===== config.mk =====
export PLATFORM = sky130hd
export DESIGN_NAME = uart_tx_frame_engine
export DESIGN_NICKNAME = d
export VERILOG_FILES = /design/src/rtl/uart_pkg.sv /design/src/rtl/uart_baud_gen.sv /design/src/rtl/uart_tx_frame_engine.sv
export SDC_FILE = /design/constraint.sdc
export NUM_CORES = 1
export LEC_CHECK = 0
export BUFFER_PORTS_ARGS = -buffer_cell sky130_fd_sc_hd__clkbuf_2
export CAP_MARGIN = 20
export CORE_MARGIN = 2
export CORE_UTILIZATION = 50
export CTS_CLUSTER_DIAMETER = 200
export CTS_CLUSTER_SIZE = 20
export DETAILED_ROUTE_END_ITERATION = 8
export GPL_TIMING_DRIVEN = 0
export MAX_ROUTING_LAYER = met4
export PLACE_DENSITY = 0.8
export SYNTH_ARGS = -nofsm -noshare
export SYNTH_HDL_FRONTEND = slang
export SYNTH_SLANG_ARGS = --single-unit

===== constraint.sdc =====
create_clock -name clk1 -period 2.3 [get_ports clk1]
set_input_delay 0.345 -clock clk1 [delete_from_list [all_inputs] [get_ports clk1]]
set_output_delay 0.345 -clock clk1 [all_outputs]
set_load 0.01 [all_outputs]

===== src/rtl/uart_pkg.sv =====
// rtl/uart_pkg.sv - shared types, parity encodings and frame-size helper for the UART TX engine
package uart_pkg;

   typedef enum logic [2:0] {IDLE, START, DATA, PARITY, STOP, BRK} tx_state_t;

   localparam logic [1:0] PAR_NONE = 2'b00;
   localparam logic [1:0] PAR_EVEN = 2'b01;
   localparam logic [1:0] PAR_ODD  = 2'b10;

   function automatic int unsigned frame_bits(input int unsigned data_w,
                                              input logic [1:0] par,
                                              input logic stop2);
      int unsigned n;
      n = 32'd1 + data_w + (stop2 ? 32'd2 : 32'd1);
      if (par == PAR_EVEN || par == PAR_ODD) n = n + 32'd1;
      return n;
   endfunction

endpackage


===== src/rtl/uart_baud_gen.sv =====
// rtl/uart_baud_gen.sv - bit-time down-counter; bit_tick marks the last clock of each bit
module uart_baud_gen #(
   parameter int DIV_W = 16
) (
   input  logic             clk1,
   input  logic             rst,
   input  logic             restart,
   input  logic [DIV_W-1:0] div,
   output logic             bit_tick
);

   logic [DIV_W-1:0] cnt;

   assign bit_tick = (cnt == '0);

   always_ff @(posedge clk1 or posedge rst) begin
      if (rst)                      cnt <= '0;
      else if (restart || bit_tick) cnt <= div;
      else                          cnt <= cnt - DIV_W'(1);
   end

endmodule


===== src/rtl/uart_tx_frame_engine.sv =====
// rtl/uart_tx_frame_engine.sv - UART TX frame FSM with runtime parity/stop/baud selection
// Optional line-break support when UART_TX_BREAK_EN is defined.
module uart_tx_frame_engine
   import uart_pkg::*;
#(
   parameter int DATA_W = 8,
   parameter int DIV_W  = 16
) (
   input  logic              clk1,
   input  logic              rst,
   input  logic [DIV_W-1:0]  clk_div,
   input  logic [1:0]        parity_mode,
   input  logic              stop2,
   input  logic [DATA_W-1:0] tx_data,
   input  logic              tx_valid,
   output logic              tx_ready,
   output logic              txd,
   output logic              tx_busy,
   output logic              tx_done
`ifdef UART_TX_BREAK_EN
   ,
   input  logic              break_req
`endif
);

   localparam int IDX_W = (DATA_W > 1) ? $clog2(DATA_W) : 1;

   tx_state_t         state, state_nxt;
   logic [DATA_W-1:0] shreg;
   logic [IDX_W-1:0]  bit_idx;
   logic              stop_cnt;
   logic              par_bit;
   logic              has_par;
   logic              stop2_q;
   logic [DIV_W-1:0]  div_q;
   logic [DIV_W-1:0]  div_sel;
   logic              bit_tick;
   logic              restart;
   logic              accept;
   logic              last_stop;
   logic              brk_req;

`ifdef UART_TX_BREAK_EN
   assign brk_req = break_req;
`else
   assign brk_req = 1'b0;
`endif

   assign tx_busy = (state == START) || (state == DATA) || (state == PARITY) || (state == STOP);
   // Outside a frame the counter follows the live divider so break release and restarts use it.
   assign div_sel = (accept || state == IDLE || state == BRK) ? clk_div : div_q;

   uart_baud_gen #(.DIV_W(DIV_W)) u_baud (
      .clk1     (clk1),
      .rst      (rst),
      .restart  (restart),
      .div      (div_sel),
      .bit_tick (bit_tick)
   );

   always_comb begin
      state_nxt = state;
      tx_ready  = 1'b0;
      tx_done   = 1'b0;
      txd       = 1'b1;
      restart   = 1'b0;
      last_stop = !stop2_q || stop_cnt;
      case (state)
         IDLE: begin
            txd      = !brk_req;
            tx_ready = !brk_req;
            if (brk_req) begin
               state_nxt = BRK;
               restart   = 1'b1;
            end
         end
         START:  if (bit_tick) state_nxt = DATA;
         DATA: begin
            txd = shreg[0];
            if (bit_tick && bit_idx == IDX_W'(DATA_W - 1))
               state_nxt = has_par ? PARITY : STOP;
         end
         PARITY: begin
            txd = par_bit;
            if (bit_tick) state_nxt = STOP;
         end
         STOP: begin
            if (bit_tick && last_stop) begin
               tx_done   = 1'b1;
               tx_ready  = !brk_req;
               state_nxt = brk_req ? BRK : IDLE;
               restart   = brk_req;
            end
         end
         BRK: begin
            // Counter is held at reload while break is asserted, so release gives one full bit of idle.
            txd = !brk_req;
            if (brk_req)       restart   = 1'b1;
            else if (bit_tick) state_nxt = IDLE;
         end
         default: state_nxt = IDLE;
      endcase
      if (state == START) txd = 1'b0;
      accept = tx_valid && tx_ready;
      if (accept) begin
         state_nxt = START;
         restart   = 1'b1;
      end
   end

   always_ff @(posedge clk1 or posedge rst) begin
      if (rst) begin
         state    <= IDLE;
         shreg    <= '0;
         bit_idx  <= '0;
         stop_cnt <= 1'b0;
         par_bit  <= 1'b0;
         has_par  <= 1'b0;
         stop2_q  <= 1'b0;
         div_q    <= '0;
      end else begin
         state <= state_nxt;
         if (accept) begin
            shreg    <= tx_data;
            bit_idx  <= '0;
            stop_cnt <= 1'b0;
            div_q    <= clk_div;
            stop2_q  <= stop2;
            has_par  <= (parity_mode != PAR_NONE) && (parity_mode != 2'b11);
            par_bit  <= (parity_mode == PAR_ODD) ? ~^tx_data : ^tx_data;
         end else if (bit_tick) begin
            if (state == DATA) begin
               shreg   <= {1'b0, shreg[DATA_W-1:1]};
               bit_idx <= bit_idx + IDX_W'(1);
            end
            if (state == STOP) stop_cnt <= 1'b1;
         end
      end
   end

endmodule


After elaboration in Yosys (flattened, before gate mapping)
Index checks and enable logic that the tools add are counted.
{"block": "totals", "reg_bits": 50, "latch_bits": 0, "mem_bits_rw": 0, "mem_bits_ro": 0, "inputBits": 30, "out_inout_bits": 4, "elab_cells": 74, "n_memories": 0}
{"block": "op_classes", "add_sub_neg": 2, "multipliers": 0, "n_div": 0, "n_lt_le_gt_ge": 0, "n_eq_ne": 14, "shifts": 0, "n_mux": 26, "n_bitwise": 0, "reduce_logical": 23}
{"cell": "$mux W16", "n": 2}
{"cell": "$mux W3", "n": 10}
{"cell": "$mux W8", "n": 3}
{"cell": "$pmux W3 S6", "n": 1}
{"cell": "$logic_not A16 Y1", "n": 1}
{"cell": "$sub A16 B1 Y16 const B", "n": 1}
{"cell": "$ne A3 B3 Y1 const B", "n": 4}
{"cell": "$eq A3 B3 Y1 const B", "n": 3}
{"cell": "$mux W1", "n": 8}
{"cell": "$reduce_bool A2 Y1", "n": 4}
{"cell": "$reduce_xnor A8 Y1", "n": 1}
{"cell": "$reduce_xor A8 Y1", "n": 1}
{"cell": "$logic_or A1 B1 Y1", "n": 7}
{"cell": "$eq A3 B2 Y1 const B", "n": 2}
{"cell": "$reduce_and A6 Y1", "n": 1}
{"cell": "$logic_and A1 B1 Y1", "n": 4}
{"cell": "$ne A2 B2 Y1 const B", "n": 2}
{"cell": "$pmux W1 S2", "n": 2}
{"cell": "$reduce_and A2 Y1", "n": 2}
{"cell": "$add A3 B1 Y3 const B", "n": 1}
{"cell": "$eq A3 B1 Y1 const B", "n": 1}
{"cell": "$logic_not A3 Y1", "n": 1}
{"cell": "$ne A3 B2 Y1 const B", "n": 1}
{"cell": "$eq A2 B2 Y1 const B", "n": 1}
{"cell": "$logic_not A1 Y1", "n": 1}

Longest topological paths before layout
Gate-level depths: netlist of the first run.
{"block": "depth", "depth_word": 10, "mapped_depth": 9}

By module
From an unflattened synthesis of the first run, not the netlist that was laid out.
{"block": "hier_totals", "hier_cells": 233, "area_unflattened_um2": 2916.5}
{"module": "uart_tx_frame_engine", "instances": 1, "cells_each": 156, "area_per_inst_um2": 1926.8, "seq_area_each_um2": 850.8}
{"module": "uart_baud_gen", "instances": 1, "cells_each": 77, "area_per_inst_um2": 989.7, "seq_area_each_um2": 400.4}

Worst setup path after synthesis of the first run
Ideal clock, no wire load.
{"block": "synth_timing", "path_type": "register -> register", "start": "register u_baud.cnt[0]", "end": "register par_bit", "setup_time_ns": 0.125, "arrival_ns": 1.997, "path_slack_ns": 0.178, "stages_incl_launch_ff": 9, "synth_period_minus_slack_ns": 2.122, "cell_sequence": "dfrtp_1 -> inv_1 -> ha_1 -> nor4b_1 -> and4_2 -> buf_4 -> a21oi_2 -> nor2_1 -> mux2_2"}
{"block": "synth_via", "elab_chain_len": 5}
{"element": "start: declaration", "line_no": "uart_baud_gen.sv:12", "text": "logic [DIV_W-1:0] cnt;"}
{"element": "start signal: assignment", "line_no": "uart_baud_gen.sv:18", "text": "else if (restart || bit_tick) cnt <= div;"}
{"element": "start signal: assignment", "line_no": "uart_baud_gen.sv:19", "text": "else cnt <= cnt - DIV_W'(1);"}
{"element": "$logic_not A16 Y1", "line_no": "uart_baud_gen.sv:14", "text": "assign bit_tick = (cnt == '0);"}
{"element": "$logic_and A1 B1 Y1", "line_no": "uart_tx_frame_engine.sv:88", "text": "if (bit_tick && last_stop) begin"}
{"element": "$mux W1", "line_no": "uart_tx_frame_engine.sv:88"}
{"element": "$pmux W1 S2", "line_no": "uart_tx_frame_engine.sv:68", "text": "case (state)"}
{"element": "$logic_and A1 B1 Y1", "line_no": "uart_tx_frame_engine.sv:104", "text": "accept = tx_valid && tx_ready;"}
{"element": "end signal: assignment", "line_no": "uart_tx_frame_engine.sv:130", "text": "par_bit <= (parity_mode == PAR_ODD) ? ~^tx_data : ^tx_data;"}
{"element": "end: declaration", "line_no": "uart_tx_frame_engine.sv:32", "text": "logic par_bit;"}
No other way between the ends.
A chain may end at the register's enable or synchronous reset.

Worst setup path after layout of the first run
{"block": "layout_timing", "start": "register u_baud.cnt[7]", "end": "output tx_ready"}
{"block": "layout_via", "elab_chain_len": 4}
{"element": "$logic_not A16 Y1", "line_no": "uart_baud_gen.sv:14"}
{"element": "$logic_and A1 B1 Y1", "line_no": "uart_tx_frame_engine.sv:88"}
{"element": "$mux W1", "line_no": "uart_tx_frame_engine.sv:88"}
{"element": "$pmux W1 S2", "line_no": "uart_tx_frame_engine.sv:68"}
{"element": "end: declaration", "line_no": "uart_tx_frame_engine.sv:16", "text": "output logic tx_ready,"}
No other way between the ends.

==> flow_metrics.tcl, run 1 <==
set metrics [dict create \
    outcome "finished, final reports clean" \
    yosysSeqAreaShare_pct 45.64 \
    crit_path_end_kind "primary output" \
    gp_congestion 0.9515 \
    grt_pass1_vias 2147 \
    clk-insertion-delay-late_ns 0.32 \
    grt-ovfl-total 0 \
    cts_tree "done" \
    antenna_found_initial 0 \
    hp-class "in2reg" \
    rsz0062_at_grt "yes" \
    cp-start-kind "flip-flop" \
    drt_first_pass_iters 4 \
    critPathKind "reg2out" \
    path_clk_slew_ns 0.10 \
    die_y_um 78.05 \
    ys_async_sr_fraction_pct 100.0 \
    clock-sinks 50 \
    p_per_area_nw_per_um2 709.5 \
    setup_viol 0 \
    power.total_mw 2.308 \
    instances_no_fill 382 \
    initial_utilization_pct 52.67 \
    synth-edff-count 0 \
    final_antenna_net_count 0 \
    wl_per_cell_um 16.49 \
    drive_above_1_share_pct 31.41 \
    placed_cells 366 \
    grt_max_degree 34 \
    ir_drop_mv 0.4881 \
    wl_met3_um 307 \
    track_usage_pct 21.78 \
    synth-seq-cells 50 \
    worstPathRequired_ns 1.96 \
    post-route-min-period_ns 2.281 \
    portBuffers 33 \
    syn_area_per_cell_um2 10.46 \
    top_layer_used "met4" \
    final_max_slew_viol_count 0 \
    wl_met2_mm 3.008 \
    io_pins 34 \
    synth_cell_types 42 \
    n_antenna_cell 0 \
    cts-buffers-inserted 5 \
    cp_max_fo 9 \
    nets 346 \
    p_leak_nw 1.435 \
    hpwl_mm 4.322 \
    drtIter0Drc 170 \
    cts_buffer_depth 2 \
    grt_pass1_wl_mm 9.977 \
    final_cell_mix "dfrtp_1, clkbuf_2, nand2_1" \
    drt_wl_total_mm 6.301 \
    max_freq_mhz 438.4 \
    met1_length_mm 2.861 \
    layout.cells.most_common "dfrtp_1" \
    dieArea_um2 6091 \
    die_x_um 78.05 \
    syn_inst 262 \
    min_period_over_period_pct 99.17 \
    drc 0 \
    slew_headroom_pct 64.37 \
    root_buffer "clkbuf_8" \
    hold_violations 0 \
    htreeDepth 2 \
    syn2layout_area_growth_pct 18.67 \
    skew_ns 0.007834 \
    cp.arrival_ns 1.94 \
    worst_pin_slew_ns 0.5344 \
    yosys_most_used_dff "dfrtp_1" \
    ys_warn_count 0 \
    num_rows 26 \
    syn_area_um2 2741 \
    cap_violations 0 \
    core_area_um2 5205 \
    num_vias 2188 \
    avgViaCountPerCell 5.728 \
    syn-num-nets 297 \
]
state kept, by name (all words and copies together) (netlist names):
| name | cells |
|---|---|
| bit_idx | 3 |
| div_q | 16 |
| has_par | 1 |
| par_bit | 1 |
| shreg | 8 |
| state | 3 |
| stop2_q | 1 |
| stop_cnt | 1 |
| u_baud.cnt | 16 |
repair_timing:
action,in CTS,in global routing
gates resized for setup,10,9
buffers inserted,4,3
pin swaps,2,2
hold endpoints to repair,13,0
hold buffers,1,0
endpoints found under the setup margin,42,37
report_power, final:
group	switching, mW	total (mW)	leakage [nW]	internal, mW
clock	0.311	0.637	0.0585	0.326
sequential	0.166	1.19	0.599	1.03
combinational	0.211	0.478	0.777	0.268
final cells by class:
type	instances	area [um^2]
Clock inverter	3	43.79
Clock buffer	5	68.82
Inverter	5	18.77
Sequential cell	50	1251
Tap cell	70	87.58
Fill cell	429	1952
Buffer	12	71.32
Timing Repair Buffer	42	247.7
Multi-Input combinational cell	195	1464
through the flow:
step	area (um^2)	worst slack, ns	util, %	hold WS [ns]	setup TNS [ns]
floorplan	2741	0.1785	-	0.4703	0
global placement	2994	-0.09296	57.52	0.4870	-1.755
detailed placement	3014	-0.2361	57.91	0.3416	-5.153
CTS	3204	0.0005982	61.56	0.2340	0
global route	3253	-0.09951	62.50	0.2313	-0.6554
finish	3253	0.01912	62.50	0.2380	0
logic make-up (layout without fill, tap and decap cells):
logic type | after synthesis | after routing | synth area share (%)
compound gates | 59 | 59 | 14.74
xor+xnor | 24 | 24 | 7.668
fa+ha+maj | 5 | 5 | 2.282
buf+inv | 17 | 67 | 2.966
flops | 50 | 50 | 45.64
mux | 21 | 21 | 9.722
simple gates | 86 | 86 | 16.98
layer usage:
metal | GRT usage, % | vias to the layer above
met4 | 9.123 | 0
li1 | - | 1043
met2 | 32.67 | 57
met5 | - | -
met3 | 5.172 | 13
met1 | 28.65 | 1075
worst paths after layout:
path	slack, ns	endpoint	from	cells after the start
worst min-delay path	0.24	u_baud.cnt[5]	clk_div[5]	3
worst min register to register	0.52	div_q[0]	div_q[0]	1
min in group asynchronous	0.54	div_q[3]	rst	3
max in group asynchronous	1.24	u_baud.cnt[11]	rst	4
worst max-delay path	0.02	tx_ready	u_baud.cnt[7]	6
worst max register to register	0.05	stop2_q	u_baud.cnt[1]	9
worst max-delay path, cell delays in order, from the launching register on:
cell and delay (ns):
dfrtp_1 0.45, nor4_4 0.37, and4_2 0.30, buf_6 0.13, a21oi_2 0.08, nor3_2 0.13
clkbuf_2 0.15
Yosys cell counts (5+ instances only):
library cell / instances / area [um^2]
ha_1: 5 / 62.56
nand2_1: 31 / 116.4
mux2_4: 9 / 135.1
mux2_2: 9 / 101.4
and3_1: 7 / 43.79
a22oi_1: 15 / 112.6
a21oi_1: 22 / 110.1
o21ai_0: 9 / 45.04
nor3_1: 6 / 30.03
dfrtp_1: 50 / 1251
a221o_1: 7 / 70.07
nor2_1: 15 / 56.30
xor2_1: 9 / 78.83
xnor2_1: 15 / 131.4
inv_1: 5 / 18.77
clkbuf_1: 6 / 22.52
No activity file was read; power rests on OpenSTA's default activity.
==> run 2: changes to the inputs <==
--- a/config.mk
+++ b/config.mk
@@ -5,16 +5,17 @@
 export SDC_FILE = /design/constraint.sdc
 export NUM_CORES = 1
 export LEC_CHECK = 0
+export ABC_AREA = 1
 export BUFFER_PORTS_ARGS = -buffer_cell sky130_fd_sc_hd__clkbuf_2
 export CAP_MARGIN = 20
 export CORE_MARGIN = 2
-export CORE_UTILIZATION = 50
+export CORE_UTILIZATION = 58
 export CTS_CLUSTER_DIAMETER = 200
 export CTS_CLUSTER_SIZE = 20
 export DETAILED_ROUTE_END_ITERATION = 8
 export GPL_TIMING_DRIVEN = 0
 export MAX_ROUTING_LAYER = met4
-export PLACE_DENSITY = 0.8
+export PLACE_DENSITY = 0.89
 export SYNTH_ARGS = -nofsm -noshare
 export SYNTH_HDL_FRONTEND = slang
 export SYNTH_SLANG_ARGS = --single-unit
==> run 2 against run 1 <==
Die area decreased by 8.6%; global-route usage increased by 4.6 points; final area increased by 0.62%; core utilization increased by 6.3 points; clock-buffer cell count increased by 2; clock power decreased by 18%; area after synthesis increased by 5.5%; critical path type unchanged.
==> flow_metrics.tcl, run 2 <==
set metrics [dict create \
    drt_first_pass_iters 4 \
    syn_area_per_cell_um2 7.573 \
    worst_pin_slew_ns 0.4421 \
    worstPathRequired_ns 1.96 \
    reg2reg_depth 13 \
    switching_power_mw 1.960 \
    dieArea_um2 5568 \
    synth-edff-count 0 \
    r2r_setup_slack_ns 0.23 \
    cts_setup_buffers 0 \
    min_period_over_period_pct 92.81 \
    stdcell_area_um2 3273 \
    post-route-min-period_ns 2.135 \
    cts_buffer_depth 2 \
    seq_power_share_pct 36.1 \
    critPathKind "reg2out" \
    synth_cell_types 29 \
    hpwl_mm 4.650 \
    outcome "finished, final reports clean" \
    grt_max_degree 42 \
    postPlaceCellArea_um2 3162 \
    p_sw_share_pct 45.14 \
    ys_async_sr_fraction_pct 100.0 \
    io_pins 34 \
    synth_common_cells "nand2_1, inv_1, dfrtp_1" \
    drc 0 \
    final_cell_mix "nand2_1, inv_1, dfrtp_1" \
    yosys_most_used_dff "dfrtp_1" \
    synth-seq-cells 50 \
    avgViaCountPerCell 5.124 \
    htreeDepth 2 \
    drt_wl_total_mm 6.332 \
    num_rows 25 \
    hold_violations 0 \
    synth_top_area_share_pct 43.25 \
    cts-buffers-inserted 5 \
    syn-num-nets 417 \
    power.internal_mw 2.382 \
    reg2reg_to "u_baud.cnt[12]" \
    wl_per_cell_um 12.87 \
    drtIter0Drc 191 \
    power.total_mw 4.342 \
    syn2layout_area_growth_pct 13.15 \
    whs_endpoint "stop2_q" \
    largestRegisters "div_q (16), u_baud.cnt (16), shreg (8)" \
    ir_drop_mv 0.6233 \
    worstPathBufferInverterCount 3 \
    yosysMostFrequentCell "nand2_1" \
    rsz0062_at_grt "no" \
    drive_above_1_share_pct 16.71 \
    setup_viol 0 \
    nets 459 \
    cts_tree "done" \
    clock-sinks 50 \
    cp.arrival_ns 1.79 \
    crit_path_end_kind "primary output" \
    grt_pass1_wl_mm 10.71 \
    cp_slowest_cell "dfrtp_1" \
    cap_violations 0 \
    synth_area_leader_cell "dfrtp_1" \
    finalSetupTns_ns 0 \
    layout.cells.most_common "nand2_1" \
    ys_warn_count 0 \
    final_max_slew_viol_count 0 \
    p_per_area_nw_per_um2 1327 \
    share_comb_of_total_power_pct 51.9 \
    path_clk_slew_ns 0.09 \
    syn_area_um2 2893 \
    portBuffers 33 \
    core_area_um2 4755 \
    clk-insertion-delay-late_ns 0.30 \
    cp_slowest_stage_delay_ns 0.39 \
    slew_headroom_pct 70.53 \
    antenna_found_initial 0 \
    hold_depth 3 \
    grt-ovfl-total 0 \
    critPathTopFamily "simple AND/OR/NAND/NOR gates" \
    num_vias 2521 \
    skew_ns 0.01128 \
    hp-class "in2reg" \
    die_x_um 74.62 \
    syn_inst 382 \
    yosysSeqAreaShare_pct 43.25 \
    r2r-start "u_baud.cnt[0]" \
    cp_max_fo 4 \
    initial_utilization_pct 60.84 \
    n_antenna_cell 0 \
    hold_start "stop2" \
    clock_power_share_pct 12.0 \
    gp_congestion 0.9266 \
    die_y_um 74.62 \
    p_leak_nw 1.762 \
    track_usage_pct 26.35 \
    final_antenna_net_count 0 \
    path_cells "inv_1 -> ha_1 -> inv_1 -> nor2_1 -> nand2_1 -> nor2_4 -> nand2_1 -> nor3b_2 -> clkbuf_2" \
    grt_pass1_vias 2394 \
    root_buffer "clkbuf_8" \
    cp-start-kind "flip-flop" \
    synth.area.top_cells "dfrtp_1, nand2_1, nand3_1" \
    max_freq_mhz 468.5 \
]
==> run 2: power groups by stage <==
stage                     clock network (mW)  logic, mW  registers, mW
after global routing                   0.563       2.55           1.61
after floorplan                            0       1.73           1.51
after global placement                     0       2.13           1.56
final                                  0.522       2.25           1.57
after detailed placement                   0       2.20           1.57
after CTS                              0.531       2.23           1.56
==> run 2: cell families (layout without fill, tap and decap cells) <==
family,count (synthesis),in the layout,share of synthesized area [%]
simple gates,205,205,31.27
buf+inv,67,110,10.42
flops,50,50,43.25
compound gates,34,34,6.531
xor+xnor,21,21,6.358
fa+ha+maj,5,5,2.163
==> run 2: worst max path at each step <==
stage                     to          start  depth (start not counted)  slack (ns)
5_1_grt              tx_done  u_baud.cnt[0]                          9       0.002
2_1_floorplan       shreg[1]  u_baud.cnt[0]                         14        0.56
4_1_cts              tx_done  u_baud.cnt[0]                          9         0.1
3_3_place_gp   u_baud.cnt[4]            rst                          2        0.18
6_report             tx_done  u_baud.cnt[0]                          9        0.17
3_5_place_dp        shreg[6]  u_baud.cnt[0]                         14        0.27
==> run 2: cell type report <==
class | count | area (um^2)
multi-input cells | 265 | 1350
repair buffers | 35 | 195.2
clock inverters | 1 | 5.005
inverters | 55 | 206.4
well taps | 67 | 83.83
fillers | 397 | 1481
plain buffers | 12 | 95.09
clock buffers | 7 | 86.33
flip-flops and latches | 50 | 1251
==> run 2: worst register-to-register path: cells and delay by family, from the launching register on <==
family / cells / cell delay, ns
AOI/OAI and AO/OA: 1 / 0.10
buffers and inverters: 3 / 0.39
and+or+nand+nor: 8 / 0.93
DFF: 1 / 0.39
adders and majority gates: 1 / 0.18
==> run 2: metrics by stage <==
step / setup WS (ns) / utilization, % / instances / hold slack, ns
floorplan: 0.5639 / - / 382 / 0.4362
global route: 0.002093 / 68.84 / 492 / 0.2658
detailed placement: 0.2709 / 66.50 / 483 / 0.2635
CTS: 0.09790 / 68.63 / 492 / 0.2546
global placement: 0.1771 / 66.08 / 482 / 0.4595
finish: 0.1654 / 68.84 / 492 / 0.2567
==> run 2: layer usage <==
layer  track usage, %  up-vias  wire, um
met5                -        -         0
met4            11.31        0       139
met3            4.418       15       353
met2            39.13       79      3018
met1            35.96     1154      2820
li1                 -     1273         -
==> run 2: repair_timing <==
item / 4_1_cts / 5_1_grt
hold endpoints to repair: 9 / 0
hold buffers: 1 / 0
endpoints found under the setup margin: 0 / 1
resized for setup: 0 / 2
==> run 3: changes to the inputs <==
--- a/config.mk
+++ b/config.mk
@@ -8,14 +8,16 @@
 export ABC_AREA = 1
 export BUFFER_PORTS_ARGS = -buffer_cell sky130_fd_sc_hd__clkbuf_2
 export CAP_MARGIN = 20
+export CELL_PAD_IN_SITES_DETAIL_PLACEMENT = 1
+export CELL_PAD_IN_SITES_GLOBAL_PLACEMENT = 1
 export CORE_MARGIN = 2
-export CORE_UTILIZATION = 58
+export CORE_UTILIZATION = 43
 export CTS_CLUSTER_DIAMETER = 200
 export CTS_CLUSTER_SIZE = 20
 export DETAILED_ROUTE_END_ITERATION = 8
 export GPL_TIMING_DRIVEN = 0
 export MAX_ROUTING_LAYER = met4
-export PLACE_DENSITY = 0.89
+export PLACE_DENSITY = 0.9
 export SYNTH_ARGS = -nofsm -noshare
 export SYNTH_HDL_FRONTEND = slang
 export SYNTH_SLANG_ARGS = --single-unit
==> run 3 against run 2 <==
Flip-flop and latch count unchanged; sequential power about the same; cell count up 2.0%; critical path depth unchanged; die area up 33%; clock-buffer cell count unchanged; core utilization down 18 points; final area up 0.23%; routed wire length up 20%; fmax up 1.5%; highest routed layer unchanged.
==> flow_metrics.tcl, run 3 (synthesis gave the netlist of run 2 again) <==
set metrics [dict create \
    clk-insertion-delay-late_ns 0.30 \
    final_antenna_net_count 0 \
    clock-sinks 50 \
    setup_viol 0 \
    drtIter0Drc 132 \
    final_max_slew_viol_count 0 \
    path_cells "inv_2 -> ha_1 -> inv_1 -> nor2_1 -> nand2_1 -> nor2_2 -> nand2_1 -> nor3b_2 -> clkbuf_2" \
    critPathKind "reg2out" \
    skew_ns 0.009064 \
    layout.cells.most_common "nand2_1" \
    wl_met2_mm 3.792 \
    hold_start "stop2" \
    largestRegisters "div_q (16), u_baud.cnt (16), shreg (8)" \
    die_y_um 86.02 \
    cp_slowest_stage_delay_ns 0.41 \
    num_rows 29 \
    slew_headroom_pct 70.69 \
    r2r-start "u_baud.cnt[0]" \
    crit_top_cell "nand2_1" \
    drt_wl_total_mm 7.624 \
    cts-buffers-inserted 5 \
    dieArea_um2 7399 \
    final-seq-area_um2 1251 \
    worst-path-stages 9 \
    worstPathBufferInverterCount 3 \
    grt_max_degree 38 \
    grt_pass1_vias 2782 \
    met1_length_mm 3.482 \
    gp_congestion 0.8811 \
    rsz0062_at_grt "no" \
    track_usage_pct 23.32 \
    wl_met3_um 217 \
    num_vias 2553 \
    reg2reg_depth 14 \
    max_freq_mhz 475.3 \
    cts_tree "done" \
    hold_violations 0 \
    reg2reg_to "u_baud.cnt[4]" \
    hp-class "in2reg" \
    min_period_over_period_pct 91.47 \
    top_layer_used "met4" \
    fillCellCount 822 \
    core_area_um2 6422 \
    setup_ws_ns 0.1962 \
    cap_violations 0 \
    drive_above_1_share_pct 16.94 \
    drt_first_pass_iters 4 \
    r2r_setup_slack_ns 0.25 \
    grt_pass1_wl_mm 13.19 \
    cp_slowest_cell "dfrtp_1" \
    ir_drop_mv 0.5357 \
    htreeDepth 2 \
    crit_path_end_kind "primary output" \
    nets 459 \
    cp_max_fo 4 \
    worst_pin_slew_ns 0.4396 \
    finalSetupTns_ns 0 \
    syn2layout_area_growth_pct 13.41 \
    cts_setup_buffers 0 \
    avgViaCountPerCell 5.086 \
    hold_depth 3 \
    cp.arrival_ns 1.76 \
    antenna_found_initial 0 \
    critPathTopFamily "simple AND/OR/NAND/NOR gates" \
    portBuffers 33 \
    cp-start-kind "flip-flop" \
    whs_endpoint "stop2_q" \
    root_buffer "clkbuf_8" \
    path_clk_slew_ns 0.09 \
    multi_input_area_um2 1345 \
    worstPathRequired_ns 1.96 \
    io_pins 34 \
    post-route-min-period_ns 2.104 \
    grt-ovfl-total 0 \
    n_antenna_cell 0 \
    hpwl_mm 5.830 \
    wl_per_cell_um 15.19 \
    stdcell_area_um2 3281 \
    die_x_um 86.02 \
    drc 0 \
    cts_buffer_depth 2 \
    postPlaceCellArea_um2 3174 \
    outcome "finished, final reports clean" \
    p_per_area_nw_per_um2 1346 \
    dp_slack_ns 0.2068 \
    p_leak_nw 1.761 \
    holdWs_ns 0.2578 \
    initial_utilization_pct 45.04 \
    final_cell_mix "nand2_1, inv_1, dfrtp_1" \
]
run 3: cell counts in the layout (fill, tap and decap cells not counted):
Identical to the previous run, type by type.
run 3: repair_timing:
item,4_1_cts,5_1_grt
hold endpoints to repair,13,0
gates resized for setup,0,2
endpoints found under the setup margin,0,3
hold buffers,1,0
run 3: worst max-delay path by stage:
stage	start	endpoint	slack [ns]
2_1_floorplan	u_baud.cnt[0]	shreg[1]	0.56
3_3_place_gp	rst	u_baud.cnt[5]	0.1
3_5_place_dp	u_baud.cnt[0]	u_baud.cnt[4]	0.21
4_1_cts	u_baud.cnt[0]	tx_done	0.05
5_1_grt	u_baud.cnt[0]	tx_done	0.06
6_report	u_baud.cnt[0]	tx_done	0.20
run 3: final cells by class:
class / count / share of cell area, %
flip-flops and latches: 50 / 38.14
well taps: 77 / 2.937
inverters: 55 / 6.293
clock inverters: 1 / 0.1526
clock buffers: 7 / 2.632
plain buffers: 12 / 2.899
repair buffers: 35 / 5.950
multi-input cells: 265 / 41.00
run 3: worst reg2reg max path, cell delays in order (launching register included):
cell     delay (ns)
dfrtp_1        0.41
inv_2          0.11
ha_1           0.16
inv_1          0.06
nor2_1         0.09
nand2_1        0.07
nor2_2         0.13
nand3_2        0.12
nand2_2        0.09
nand3_4        0.15
nand2_4        0.15
buf_6          0.15
nand2_1        0.06
nand3_1        0.11
o21ai_1        0.09
run 3: per-layer routing:
layer / vias up / track usage (%)
met3: 12 / 2.502
met4: 0 / 7.215
li1: 1264 / -
met2: 47 / 39.18
met1: 1230 / 29.63
met5: - / -
run 3: power breakdown:
part           total (mW)  switching, mW  leakage [nW]  internal, mW
Sequential           1.58          0.299         0.624          1.28
Combinational        2.30           1.44          1.09         0.854
Clock               0.535          0.292        0.0482         0.244
Total                4.42           2.03          1.76          2.38
run 3: through the flow:
step	cells	total power [mW]	utilization (%)
floorplan	382	3.235	-
global placement	492	3.735	49.11
detailed placement	493	3.870	49.43
CTS	502	4.434	51.00
global route	502	4.814	51.08
finish	502	4.416	51.08
